[src/rtl/cell_pos_reader.sv]
`default_nettype none
// ============================================================================
// Module   : cell_pos_reader
// Function : Reads one cell's particle count and positions from a 2-cycle
//            latency RAM and streams them out over valid/ready with a
//            credit-protected output FIFO. CELL_POS_READER_BOUNDS_CHK_EN
//            enables count clamping and the sticky cnt_err flag.
// Revision : 1.0 - initial release
// ============================================================================
module cell_pos_reader #(
    parameter int DATA_WIDTH   = 96,
    parameter int ADDR_WIDTH   = 8,
    parameter int PARTICLE_NUM = 220,
    parameter int FIFO_DEPTH   = 4
) (
    input  logic                  clk,
    input  logic                  rst,
    input  logic                  start,
    output logic                  busy,
    output logic                  done,
    output logic [ADDR_WIDTH-1:0] particle_cnt,
    output logic [ADDR_WIDTH-1:0] mem_addr,
    output logic                  mem_rden,
    output logic                  mem_wren,
    input  logic [DATA_WIDTH-1:0] mem_q,
    output logic                  out_valid,
    input  logic                  out_ready,
    output logic [DATA_WIDTH-1:0] out_data,
    output logic [ADDR_WIDTH-1:0] out_index,
    output logic                  out_last,
    output logic                  cnt_err
);

    localparam int c_ptr_w = $clog2(FIFO_DEPTH);
    localparam int c_cnt_w = c_ptr_w + 1;
    localparam int c_occ_w = c_ptr_w + 2;

    localparam logic [ADDR_WIDTH-1:0] c_addr_one = ADDR_WIDTH'(1);
    localparam logic [ADDR_WIDTH-1:0] c_addr_two = ADDR_WIDTH'(2);
    localparam logic [ADDR_WIDTH-1:0] c_max_cnt  = ADDR_WIDTH'(PARTICLE_NUM - 1);

    localparam logic [2:0] c_st_idle     = 3'd0;
    localparam logic [2:0] c_st_cnt_rd   = 3'd1;
    localparam logic [2:0] c_st_cnt_wait = 3'd2;
    localparam logic [2:0] c_st_stream   = 3'd3;
    localparam logic [2:0] c_st_drain    = 3'd4;
    localparam logic [2:0] c_st_done     = 3'd5;

    logic [2:0]            r_state;
    logic                  r_busy;
    logic                  r_done;
    logic [ADDR_WIDTH-1:0] r_particle_cnt;
    logic                  r_cnt_err;
    logic [ADDR_WIDTH-1:0] r_mem_addr;
    logic                  r_mem_rden;
    logic [ADDR_WIDTH-1:0] r_next_addr;
    logic [1:0]            r_pend;
    logic [ADDR_WIDTH-1:0] r_pend_addr0;
    logic [ADDR_WIDTH-1:0] r_pend_addr1;

    logic [DATA_WIDTH-1:0] r_fifo_data [FIFO_DEPTH];
    logic [ADDR_WIDTH-1:0] r_fifo_idx  [FIFO_DEPTH];
    logic                  r_fifo_last [FIFO_DEPTH];
    logic [c_ptr_w-1:0]    r_wr_ptr;
    logic [c_ptr_w-1:0]    r_rd_ptr;
    logic [c_cnt_w-1:0]    r_fifo_cnt;

    logic                  w_fifo_valid;
    logic                  w_pop;
    logic                  w_push;
    logic                  w_push_last;
    logic                  w_head_last;
    logic [c_occ_w-1:0]    w_occ;
    logic                  w_credit;
    logic [ADDR_WIDTH-1:0] w_raw_cnt;
    logic                  w_cnt_over;
    logic [ADDR_WIDTH-1:0] w_cap_cnt;
    logic                  w_cap_err;

    assign w_fifo_valid = (r_fifo_cnt != '0);
    assign w_pop        = w_fifo_valid & out_ready;
    // r_pend[1] marks the cycle mem_q holds a read issued two cycles ago;
    // only particle reads (STREAM/DRAIN) may land in the FIFO.
    assign w_push       = r_pend[1] & ((r_state == c_st_stream) | (r_state == c_st_drain));
    assign w_push_last  = (r_pend_addr1 == r_particle_cnt);
    assign w_head_last  = r_fifo_last[r_rd_ptr];

    // Every read already committed (registered, or still in the RAM pipe)
    // owns a FIFO slot; pops in the current cycle are not credited.
    assign w_occ = c_occ_w'(r_fifo_cnt) + c_occ_w'(r_mem_rden)
                 + c_occ_w'(r_pend[0]) + c_occ_w'(r_pend[1]);
    assign w_credit = (w_occ < c_occ_w'(FIFO_DEPTH));

    assign w_raw_cnt  = mem_q[ADDR_WIDTH-1:0];
    assign w_cnt_over = (w_raw_cnt > c_max_cnt);

`ifdef CELL_POS_READER_BOUNDS_CHK_EN
    assign w_cap_cnt = w_cnt_over ? c_max_cnt : w_raw_cnt;
    assign w_cap_err = w_cnt_over;
`else
    logic w_unused_cnt_over;
    assign w_unused_cnt_over = w_cnt_over;
    assign w_cap_cnt         = w_raw_cnt;
    assign w_cap_err         = 1'b0;
`endif

    always_ff @(posedge clk) begin
        if (rst) begin
            r_state        <= c_st_idle;
            r_busy         <= 1'b0;
            r_done         <= 1'b0;
            r_particle_cnt <= '0;
            r_cnt_err      <= 1'b0;
            r_mem_addr     <= '0;
            r_mem_rden     <= 1'b0;
            r_next_addr    <= '0;
            r_pend         <= '0;
            r_pend_addr0   <= '0;
            r_pend_addr1   <= '0;
        end else begin
            r_done       <= 1'b0;
            r_mem_rden   <= 1'b0;
            r_pend       <= {r_pend[0], r_mem_rden};
            r_pend_addr0 <= r_mem_addr;
            r_pend_addr1 <= r_pend_addr0;
            case (r_state)
                c_st_idle: begin
                    if (start) begin
                        r_state    <= c_st_cnt_rd;
                        r_busy     <= 1'b1;
                        r_cnt_err  <= 1'b0;
                        r_mem_addr <= '0;
                        r_mem_rden <= 1'b1;
                    end
                end
                c_st_cnt_rd: begin
                    r_state <= c_st_cnt_wait;
                end
                c_st_cnt_wait: begin
                    if (r_pend[1]) begin
                        r_particle_cnt <= w_cap_cnt;
                        r_cnt_err      <= w_cap_err;
                        if (w_cap_cnt == '0) begin
                            r_state <= c_st_done;
                            r_done  <= 1'b1;
                        end else begin
                            // First particle read goes out with the capture
                            // so the RAM pipe never idles; the FIFO is empty.
                            r_mem_rden  <= 1'b1;
                            r_mem_addr  <= c_addr_one;
                            r_next_addr <= c_addr_two;
                            r_state     <= (w_cap_cnt == c_addr_one) ? c_st_drain : c_st_stream;
                        end
                    end
                end
                c_st_stream: begin
                    if (w_credit) begin
                        r_mem_rden  <= 1'b1;
                        r_mem_addr  <= r_next_addr;
                        r_next_addr <= r_next_addr + c_addr_one;
                        if (r_next_addr == r_particle_cnt) begin
                            r_state <= c_st_drain;
                        end
                    end
                end
                c_st_drain: begin
                    if (w_pop && w_head_last) begin
                        r_state <= c_st_done;
                        r_done  <= 1'b1;
                    end
                end
                c_st_done: begin
                    r_state <= c_st_idle;
                    r_busy  <= 1'b0;
                end
                default: begin
                    r_state <= c_st_idle;
                    r_busy  <= 1'b0;
                end
            endcase
        end
    end

    always_ff @(posedge clk) begin
        if (rst) begin
            r_wr_ptr   <= '0;
            r_rd_ptr   <= '0;
            r_fifo_cnt <= '0;
        end else begin
            if (w_push) begin
                r_fifo_data[r_wr_ptr] <= mem_q;
                r_fifo_idx[r_wr_ptr]  <= r_pend_addr1;
                r_fifo_last[r_wr_ptr] <= w_push_last;
                r_wr_ptr              <= r_wr_ptr + c_ptr_w'(1);
            end
            if (w_pop) begin
                r_rd_ptr <= r_rd_ptr + c_ptr_w'(1);
            end
            case ({w_push, w_pop})
                2'b10:   r_fifo_cnt <= r_fifo_cnt + c_cnt_w'(1);
                2'b01:   r_fifo_cnt <= r_fifo_cnt - c_cnt_w'(1);
                default: r_fifo_cnt <= r_fifo_cnt;
            endcase
        end
    end

    assign busy         = r_busy;
    assign done         = r_done;
    assign particle_cnt = r_particle_cnt;
    assign cnt_err      = r_cnt_err;
    assign mem_addr     = r_mem_addr;
    assign mem_rden     = r_mem_rden;
    assign mem_wren     = 1'b0;
    assign out_valid    = w_fifo_valid;
    // Head is masked when empty so the unreset storage never shows on the port.
    assign out_data     = w_fifo_valid ? r_fifo_data[r_rd_ptr] : '0;
    assign out_index    = w_fifo_valid ? r_fifo_idx[r_rd_ptr] : '0;
    assign out_last     = w_fifo_valid & w_head_last;

endmodule
`default_nettype wire

[config.mk]
export PLATFORM = sky130hd
export DESIGN_NAME = cell_pos_reader
export DESIGN_NICKNAME = d
export VERILOG_FILES = /design/src/rtl/cell_pos_reader.sv
export SDC_FILE = /design/constraint.sdc
export NUM_CORES = 1
export LEC_CHECK = 0
export ABC_AREA = 1
export BUFFER_PORTS_ARGS = -buffer_cell sky130_fd_sc_hd__buf_2
export CAP_MARGIN = 30
export CORE_ASPECT_RATIO = 0.8
export CORE_MARGIN = 8
export CORE_UTILIZATION = 52
export DETAILED_ROUTE_END_ITERATION = 10
export HOLD_SLACK_MARGIN = 0.12
export PLACE_DENSITY_LB_ADDON = 0.05
export SLEW_MARGIN = 40
export SYNTH_ARGS = -nofsm -noshare
export SYNTH_HDL_FRONTEND = slang
export SYNTH_SLANG_ARGS = --single-unit
[constraint.sdc]
create_clock -name clk -period 9.85 [get_ports clk]
set_input_delay 0 -clock clk [delete_from_list [all_inputs] [get_ports clk]]
set_output_delay 0 -clock clk [all_outputs]
set_load 0.02 [all_outputs]
== After elaboration in Yosys (flattened, before gate mapping) ==
Memory sizes are Yosys's and may differ from the RTL's. A register that Yosys moved wholly into a read port is not among the register bits.
Cells that the tools add are included.

* RAM bits: 420
* Latch bits: 0
* Word-level logic and storage cells: 104
* Memories: 3
* Flip-flop bits (word level): 56
* ROM bits: 0
* Output and inout bits: 127

* Reduce and logical (&&, ||, !) cells: 15
* Equal/unequal tests: 15
* Shift operators: 0
* $mul: 0
* Divide/modulo/power cells: 0
* Add/sub/neg operators: 8
* $lt $le $gt $ge: 1
* Bitwise gates (word level): 5
* Muxes and demuxes: 43

{| class="wikitable"
|+ Memories
! memory !! words !! width !! rd ports !! clocked after memory_dff !! write ports !! line !! RTL
|-
| r_fifo_data || 4 || 96 || 1 || 1 || 1 || 61 || <nowiki>logic [DATA_WIDTH-1:0] r_fifo_data [FIFO_DEPTH];</nowiki>
|-
| r_fifo_idx || 4 || 8 || 1 || 1 || 1 || 62 || <nowiki>logic [ADDR_WIDTH-1:0] r_fifo_idx [FIFO_DEPTH];</nowiki>
|-
| r_fifo_last || 4 || 1 || 1 || 1 || 1 || 63 || <nowiki>logic r_fifo_last [FIFO_DEPTH];</nowiki>
|}

{| class="wikitable"
|+ Operators with widths
! cell !! number
|-
| 2-to-1 mux 96 bit || 1
|-
| 2-to-1 mux 8 bit || 8
|-
| one-hot mux 8 bit (3 select lines) || 1
|-
| 2-to-1 mux 3 bit || 7
|-
| == test 8 bit || 2
|-
| one-hot mux 8 bit (2 select lines) || 1
|-
| one-hot mux 3 bit (5 select lines) || 1
|-
| 2-to-1 mux 1 bit || 13
|-
| 2-to-1 mux 2 bit || 6
|-
| AND reduction 5 bit || 2
|-
| adder 4 x 1 -> 4 bit || 2
|-
| adder 8 x 1 -> 8 bit, second input constant || 1
|-
| == test 8 x 1 -> 1 bit, second input constant || 1
|-
| logical NOT 8 bit || 1
|-
| != test 2 bit, second input constant || 4
|-
| == test 3 x 2 -> 1 bit, second input constant || 2
|-
| one-hot mux 1 bit (2 select lines) || 3
|-
| one-hot mux 3 bit (2 select lines) || 1
|-
| nonzero test 2 bit || 3
|-
| nonzero test 3 bit || 2
|-
| adder 2 x 1 -> 2 bit, second input constant || 2
|-
| adder 3 x 1 -> 4 bit || 1
|-
| less-than comparator 4 x 3 -> 1 bit, second input constant || 1
|-
| != test 2 x 1 -> 1 bit, second input constant || 2
|-
| 16 further kinds || 19
|}

== Longest topological paths before layout ==
Gate-level depths: netlist of run 1.

* Depth after elaboration: 6
* Gate-level depth with buffers: 11

== Worst setup path after synthesis of run 1 ==
No wires, ideal clock.

* Kind: reg2reg
* Start point: register r_state[0]
* End point: memory r_fifo_data[0][0], enable pin
* Data required time: 9280 ps
* Arrival time: 5444 ps
* Library setup time: 570 ps
* Slack: 3836 ps
* Stages on the path, launching flop included: 7
* Period minus slack after synthesis: 6014 ps
* Cells stage by stage: dfxtp_1 -> inv_2 -> nand2_2 -> nor2_4 -> o21ai_2 -> or2_1 -> nor2_1

* Longest elaborated chain between the ends: 6
* Elaborated cells on any way between the ends: 7

{| class="wikitable"
|+ RTL lines
! item !! line !! RTL
|-
| from (decl) || 49 || <nowiki>logic [2:0] r_state;</nowiki>
|-
| from (signal assigned) || 109 || <nowiki>r_state <= c_st_idle;</nowiki>
|-
| from (signal assigned) || 129 || <nowiki>r_state <= c_st_cnt_rd;</nowiki>
|-
| from (signal assigned) || 137 || <nowiki>r_state <= c_st_cnt_wait;</nowiki>
|-
| == test 3 x 2 -> 1 bit or == test 3 bit (tied branches) || 84 || <nowiki>assign w_push = r_pend[1] & ((r_state == c_st_stream) | (r_state == c_st_drain));</nowiki>
|-
| bitwise OR 1 bit (*) || 84 ||
|-
| AND 1 bit (*) || 84 ||
|-
| 2-to-1 mux 1 bit (*) || 190 || <nowiki>if (w_push) begin</nowiki>
|-
| 2-to-1 mux 1 bit (*) || 185 || <nowiki>if (rst) begin</nowiki>
|-
| 2-to-1 mux 1 bit (not written as such) (*) || 191 || <nowiki>r_fifo_data[r_wr_ptr] <= mem_q;</nowiki>
|-
| to (decl) || 61 ||
|}

Mark *: on every way between the ends. The rest lies on a longest branch, timed or not.

== Worst setup path after layout of run 1 ==
* Start point: register r_state[0]
* End point: memory r_fifo_data[2][60], enable pin

The elaborated chain is that of the path after synthesis.

==> summary.md, run 1 <==
| Metric | Value |
|---|---|
| Post-synth top area share | `66.8%` |
| Vias in the first global route | `12317` |
| DIE HEIGHT | `186 um` |
| DRC | `0` |
| Postcts setup bufs | `0` |
| Final core occ | `63.5%` |
| Final Skew | `0.0227 ns` |
| Register area | `13800 sq um` |
| CTS tree | `built` |
| WL final | `44.7 mm` |
| Synth Flop Type | `edfxtp_1` |
| DP HPWL | `25.5 mm` |
| Clock Pin Slew Worst Setup and Hold Paths | `0.06 ns` |
| PD cells | `186 nW/um^2` |
| RSZ-0062 raised after global routing | `false` |
| Die width | `229 um` |
| Number of gates resized after CTS | `0` |
| Post-DP Area | `20400 sq um` |
| Register area share after synthesis | `72.9%` |
| IO buf count | `224` |
| Worst hold path type | `input pin to register` |
| Final instance area | `22800 sq um` |
| CTS Sinks | `477` |
| Final min period | `3.58 ns` |
| Top layer in use | `met4` |
| Routed Antenna Nets | `0` |
| Largest cells by area after synthesis | `edfxtp_1 67%, nor2_1 9.3%, dfxtp_1 6.0%` |
| First-pass GRT wire length | `70.1 mm` |
| Vias after detailed routing | `12526` |
| Clock buffer depth | `3` |
| Final worst path period share | `36.4%` |
| Reg2reg path depth | `8` |
| CP Data Required Time | `10.02 ns` |
| Layout cells sized above 1 | `17.1%` |
| Via density | `5.20` |
| Worst slew margin | `43.4%` |
| Status | `finished, final reports clean` |
| Antenna violations before repair | `2` |
| Layout Cells excl Fill | `2409` |
| Routed met2 length | `21.6 mm` |
| Worst slew pin tran | `0.850 ns` |
| Layout Nets | `2005` |
| Count of max-cap constraint violations | `0` |
| Clock latency on the worst-skew pair | `0.55 ns` |
| FMAX | `279 MHz` |
| Hold_buf cts | `99` |
| Cell taking the most area after synthesis | `edfxtp_1` |
| Crit path launch type | `register` |
| Worst reg2reg setup slack | `6.27 ns` |
| Die area | `42700 sq um` |
| Most common cell in the netlist | `nor2_1` |
| Multi-input gate area | `4470 sq um` |
| Cell count after synthesis | `1597` |
| Placer Congestion | `0.859` |
| Final Setup Violations | `0` |
| Hold Path Depth | `2` |
| WS Path Type | `register to register` |
| Area grow syn2layout | `20.7%` |
| Setup TNS | `0 ns` |
| CP arrival | `3.75 ns` |
| Number of library cell types mapped by synthesis | `39` |
| Overall Global Routing Usage | `20.4%` |
| Synth warn | `0` |
| Top post-synthesis cells by count | `469 x nor2_1, 420 x edfxtp_1, 144 x o21ai_0, 130 x a21oi_1, 83 x o21ai_1` |
| #FFs+latches synth | `477` |
| Post-synth EDFFs | `420` |
| Placed instance count | `2228` |
| Rows | `62` |
| Initial DRC Count | `954` |
| Largest net degree at the start of global routing | `118` |
| Syn Std Cell Area | `18900 sq um` |
| CTS H-tree lvls | `2` |
| CTS Buf Count | `47` |
| # fillers | `2835` |
| Core region area | `35800 sq um` |
| Synth async-reset ratio | `0%` |
| Met1 WL | `20.2 mm` |
| Pleak | `8.52 nW` |
| Worst Setup End Kind | `register` |
| Top-level I/O count | `227` |
| Final Hold Fails | `0` |
| Starting Density | `52.7%` |
| Grt ovf | `0` |
| Pre-Repair DR Iteration Count | `5` |
| Maximum VDD drop | `0.000132 V` |
| Routed wl met3 | `2.22 mm` |
| DR WL/cell | `18.6 um` |
| Clock root cell | `clkbuf_16` |
| Fin. max-slew vios | `0` |
| Post-Syn Area per Cell | `11.8 sq um` |
| Worst-path fanout max | `48` |
## per-layer routing
metal	up-vias	track usage, %
met5	-	0
met1	6040	28.0
met4	0	4.82
met2	309	33.6
li1	6123	-
met3	54	3.53
## cells by family after synthesis
logic type	Yosys count	synth area share, %
AND/OR/NAND/NOR	576	12.2
flip-flops	477	72.9
other	1	0.0199
adder cells (fa/ha/maj)	9	0.676
buffers and inverters	155	3.64
XOR/XNOR	18	0.835
AO/OA/AOI/OAI	361	9.71
## per-stage QoR
| step | setup slack (ns) | power, mW | hold WS [ns] |
|---|---|---|---|
| CTS | 6.17 | 4.29 | 0.179 |
| finish | 6.27 | 4.25 | 0.209 |
| floorplan | 3.84 | 2.49 | 0.0989 |
| global route | 5.98 | 4.41 | 0.196 |
| global placement | 6.14 | 2.60 | 0.215 |
| detailed placement | 6.21 | 2.60 | 0.215 |
## worst paths after layout
path	from	to
setup / recovery	r_state[0]	r_fifo_data[2][60]
hold reg to reg	r_pend_addr0[2]	r_pend_addr1[2]
hold / removal	mem_q[42]	r_fifo_data[2][42]
setup reg to reg	r_state[0]	r_fifo_data[2][60]
## flip-flops by register name, summed over array words and instances, names as in the netlist, 4 cells and up, named ones only
| register | flops |
|---|---|
| particle_cnt | 8 |
| r_pend_addr1 | 8 |
| r_fifo_idx | 32 |
| r_fifo_data | 384 |
| r_pend_addr0 | 8 |
| mem_addr | 8 |
| r_fifo_last | 4 |
| r_next_addr | 8 |
## layout by cell type (no fill, tap or decap), drive strengths merged
master       count
nor2           474
edfxtp         420
buf            240
o21ai          228
a21oi          131
dlygate4sd3     99
nand2           74
clkbuf          66
inv             65
dfxtp           57
nand3           15
xnor2           13
clkinv          12
ha               7
xor2             5
nor3             5
nand4            4
diode            2
fa               2
conb             2
nand3b           2
or2              1
o22ai            1
nor4             1
a31oi            1
bufinv           1
clkinvlp         1
## final cells by class
type / instances / share of cell area (%)
tap: 480 / 2.64
antenna: 2 / 0.0220
multi-input combinational: 966 / 19.6
clock buffer: 66 / 5.80
sequential: 477 / 60.4
clock inverter: 14 / 0.396
timing repair buffer: 339 / 9.99
inverter: 65 / 1.13
## worst max-delay path, cell delays in order, from the launching register on
cell     delay [ns]
dfxtp_1        0.35
inv_2          0.16
nand2_2        0.13
nor2_4         0.15
o21ai_2        0.11
or2_1          0.36
nor2_4         0.53
buf_4          0.65
buf_4          0.70
## power by group
part,switching (mW),leakage [nW],internal (mW),total (mW)
Sequential,0.0218,4.24,2.22,2.24
Clock,0.701,0.689,0.953,1.65
Combinational,0.231,3.59,0.122,0.353
No activity file was read; power rests on OpenSTA's default activity.
==> inputs of run 2 (changes only) <==
==> constraint.sdc (replaced) <==
create_clock -name clk -period 3.6 [get_ports clk]
set_input_delay 0 -clock clk [delete_from_list [all_inputs] [get_ports clk]]
set_output_delay 0 -clock clk [all_outputs]
set_load 0.02 [all_outputs]
==> summary.md, run 2 (synthesis gave the netlist of run 1 again) <==
| Metric | Value |
|---|---|
| First-pass GRT wire length | `69.6 mm (was 70.1 mm)` |
| Leading registers by flop count | `r_fifo_data x384, r_fifo_idx x32 (unchanged)` |
| DIE HEIGHT | `186 um (unchanged)` |
| Routed Antenna Nets | `0 (unchanged)` |
| Clock buffer depth | `3 (unchanged)` |
| IO buf count | `224 (unchanged)` |
| WL final | `44.0 mm (was 44.7 mm)` |
| Clock root cell | `clkbuf_16 (unchanged)` |
| Overall Global Routing Usage | `20.2% (was 20.4%)` |
| Routed met2 length | `21.2 mm (was 21.6 mm)` |
| Worst slew margin | `44.6% (was 43.4%)` |
| Final Skew | `0.0237 ns (was 0.0227 ns)` |
| Layout Nets | `2009 (was 2005)` |
| CP cell instances | `buf_12, nor2_1, nor2_1, o21ai_1, a21oi_1, buf_2 (was inv_2, nand2_2, nor2_4, o21ai_2, or2_1, nor2_4, buf_4, buf_4)` |
| Core region area | `35800 sq um (unchanged)` |
| CTS tree | `built (unchanged)` |
| Worst hold path type | `input pin to register (unchanged)` |
| Starting Density | `52.7% (unchanged)` |
| DR WL/cell | `18.2 um (was 18.6 um)` |
| Crit path launch type | `register (unchanged)` |
| Final Hold Fails | `0 (unchanged)` |
| Worst reg2reg setup slack | `1.00 ns (was 6.27 ns)` |
| Final instance area | `23000 sq um (was 22800 sq um)` |
| Die width | `229 um (unchanged)` |
| RSZ-0062 raised after global routing | `false (unchanged)` |
| Routed wl met3 | `2.22 mm (about the same)` |
| Count of max-cap constraint violations | `0 (unchanged)` |
| Pre-Repair DR Iteration Count | `5 (unchanged)` |
| Hold_sp | `mem_q[66] (was mem_q[42])` |
| Critical R2R Launch | `r_state[0] (unchanged)` |
| Worst-path fanout max | `163 (was 48)` |
| Cell mode on critical path | `nor2_1` |
| Grt ovf | `0 (unchanged)` |
| Pleak | `8.59 nW (was 8.52 nW)` |
| Initial DRC Count | `861 (was 954)` |
| Via density | `5.15 (was 5.20)` |
| Crit-path slowest cell | `buf_12 (was buf_4)` |
| Post-DP Area | `20500 sq um (was 20400 sq um)` |
| Maximum VDD drop | `0.000515 V (was 0.000132 V)` |
| Postcts setup bufs | `0 (unchanged)` |
| Vias in the first global route | `12338 (was 12317)` |
| Most common cell after layout, fill and taps aside | `nor2_1 (unchanged)` |
| Die area | `42700 sq um (unchanged)` |
| Met1 WL | `20.0 mm (was 20.2 mm)` |
| Area grow syn2layout | `21.7% (was 20.7%)` |
| Total Power | `11.7 mW (was 4.25 mW)` |
| # fillers | `2867 (was 2835)` |
| Clock latency on the worst-skew pair | `0.55 ns (about the same)` |
| FF-to-FF End | `r_fifo_data[3][36] (was r_fifo_data[2][60])` |
| Most frequent cells in the layout | `465 x nor2_1, 420 x edfxtp_1, 224 x buf_2 (unchanged)` |
| Antenna violations before repair | `0 (was 2)` |
| CTS Sinks | `477 (unchanged)` |
| Multi-input gate area | `4470 sq um (unchanged)` |
| Placed instance count | `2233 (was 2228)` |
| Placer Congestion | `0.852 (was 0.859)` |
| Status | `finished, final reports clean (unchanged)` |
| Vias after detailed routing | `12442 (was 12526)` |
| DP HPWL | `25.6 mm (was 25.5 mm)` |
| Inserted Diodes | `0 (was 2)` |
| PD cells | `510 nW/um^2 (was 186 nW/um^2)` |
| Max reg flops | `384 (unchanged)` |
| CP Data Required Time | `3.60 ns (was 10.02 ns)` |
| CTS H-tree lvls | `2 (unchanged)` |
| Clock Pin Slew Worst Setup and Hold Paths | `0.06 ns (about the same)` |
| Largest net degree at the start of global routing | `164 (was 118)` |
| Worst slew pin tran | `0.832 ns (was 0.850 ns)` |
| Final min period | `2.63 ns` |
| Top-level I/O count | `227 (unchanged)` |
| FMAX | `381 MHz` |
| DRC | `0 (unchanged)` |
| Count of buffer and inverter cells on the critical path | `2 (was 3)` |
| Layout Cells excl Fill | `2416 (was 2409)` |
| Reg2reg path depth | `7 (was 8)` |
| WHS Endpoint | `r_fifo_data[3][66] (was r_fifo_data[2][42])` |
| Number of gates resized after CTS | `0 (unchanged)` |
| Hold Path Depth | `2 (unchanged)` |
| Worst Setup End Kind | `output port (was register)` |
| CP arrival | `2.63 ns (was 3.75 ns)` |
| Worst hold slack | `0.203 ns (was 0.209 ns)` |
| Final worst path period share | `72.9%` |
| Fin. max-slew vios | `0 (unchanged)` |
| CTS Buf Count | `46 (was 47)` |
| Register area | `13800 sq um (unchanged)` |
| WS Path Type | `register to output port (was register to register)` |
| Top layer in use | `met4 (unchanged)` |
| Final Setup Violations | `0 (unchanged)` |
| Reg with most FFs | `r_fifo_data (unchanged)` |
| CP delay by family, top | `buffers and inverters (unchanged)` |
| Layout cells sized above 1 | `17.4% (was 17.1%)` |
| Max incr delay on CP | `0.53 ns (was 0.70 ns)` |
| Rows | `62 (unchanged)` |
[run 2: cell types whose count changed in the layout (fill, tap and decap cells not counted)]
cell       change
buf_16         -1
clkbuf_1       +1
diode_2        -2
buf_4          -2
inv_6          +2
clkinv_4       +1
inv_8          -1
clkbuf_16      +1
clkinv_1       +1
buf_6          -5
buf_12        +13
clkbuf_8       -1
[run 2: final cells by class]
class	instances	share of cell area, %
sequential	477	59.9
clock buffer	67	5.81
timing repair buffer	344	10.6
inverter	65	1.11
multi-input combinational	966	19.4
tap	480	2.62
clock inverter	17	0.485
[run 2: worst register-to-register path: cells and delay by family (launching register included)]
family	cells	cell delay, ns
compound gates	1	0.12
buf+inv	2	0.56
flops	1	0.36
simple gates	4	1.18
[run 2: power breakdown]
part           internal, mW  switching (mW)  total, mW
registers              6.07          0.0580       6.12
clock network          2.65            1.96       4.61
logic                 0.338           0.645      0.983
[run 2: how the worst max path moves through the flow]
stage / endpoint / cells past startpoint / start
after global placement: r_fifo_data[1][79] / 7 / r_state[0]
final: out_data[2] / 6 / register
after global routing: out_data[2] / 6 / register
after CTS: out_data[4] / 6 / register
after detailed placement: r_fifo_data[3][41] / 7 / r_state[0]
after floorplan: r_fifo_data[0][0] / 6 / r_state[0]
[run 2: per-stage QoR]
step | setup TNS (ns) | setup WS, ns | util, %
floorplan | -284.12 | -0.676 | -
global placement | 0 | 1.08 | 57.3
detailed placement | 0 | 0.994 | 57.3
CTS | 0 | 0.926 | 64.1
global route | 0 | 0.745 | 64.1
finish | 0 | 0.974 | 64.1
[run 2: metal layers]
metal | track usage (%) | up-vias
li1 | - | 6129
met1 | 28.3 | 5954
met2 | 33.1 | 326
met3 | 3.40 | 33
met4 | 4.46 | 0
met5 | 0 | -
[run 2: repair_timing]
action	CTS	global route
hold buffers	99	0
hold endpoints to repair	434	0
setup endpoints to repair	0	0
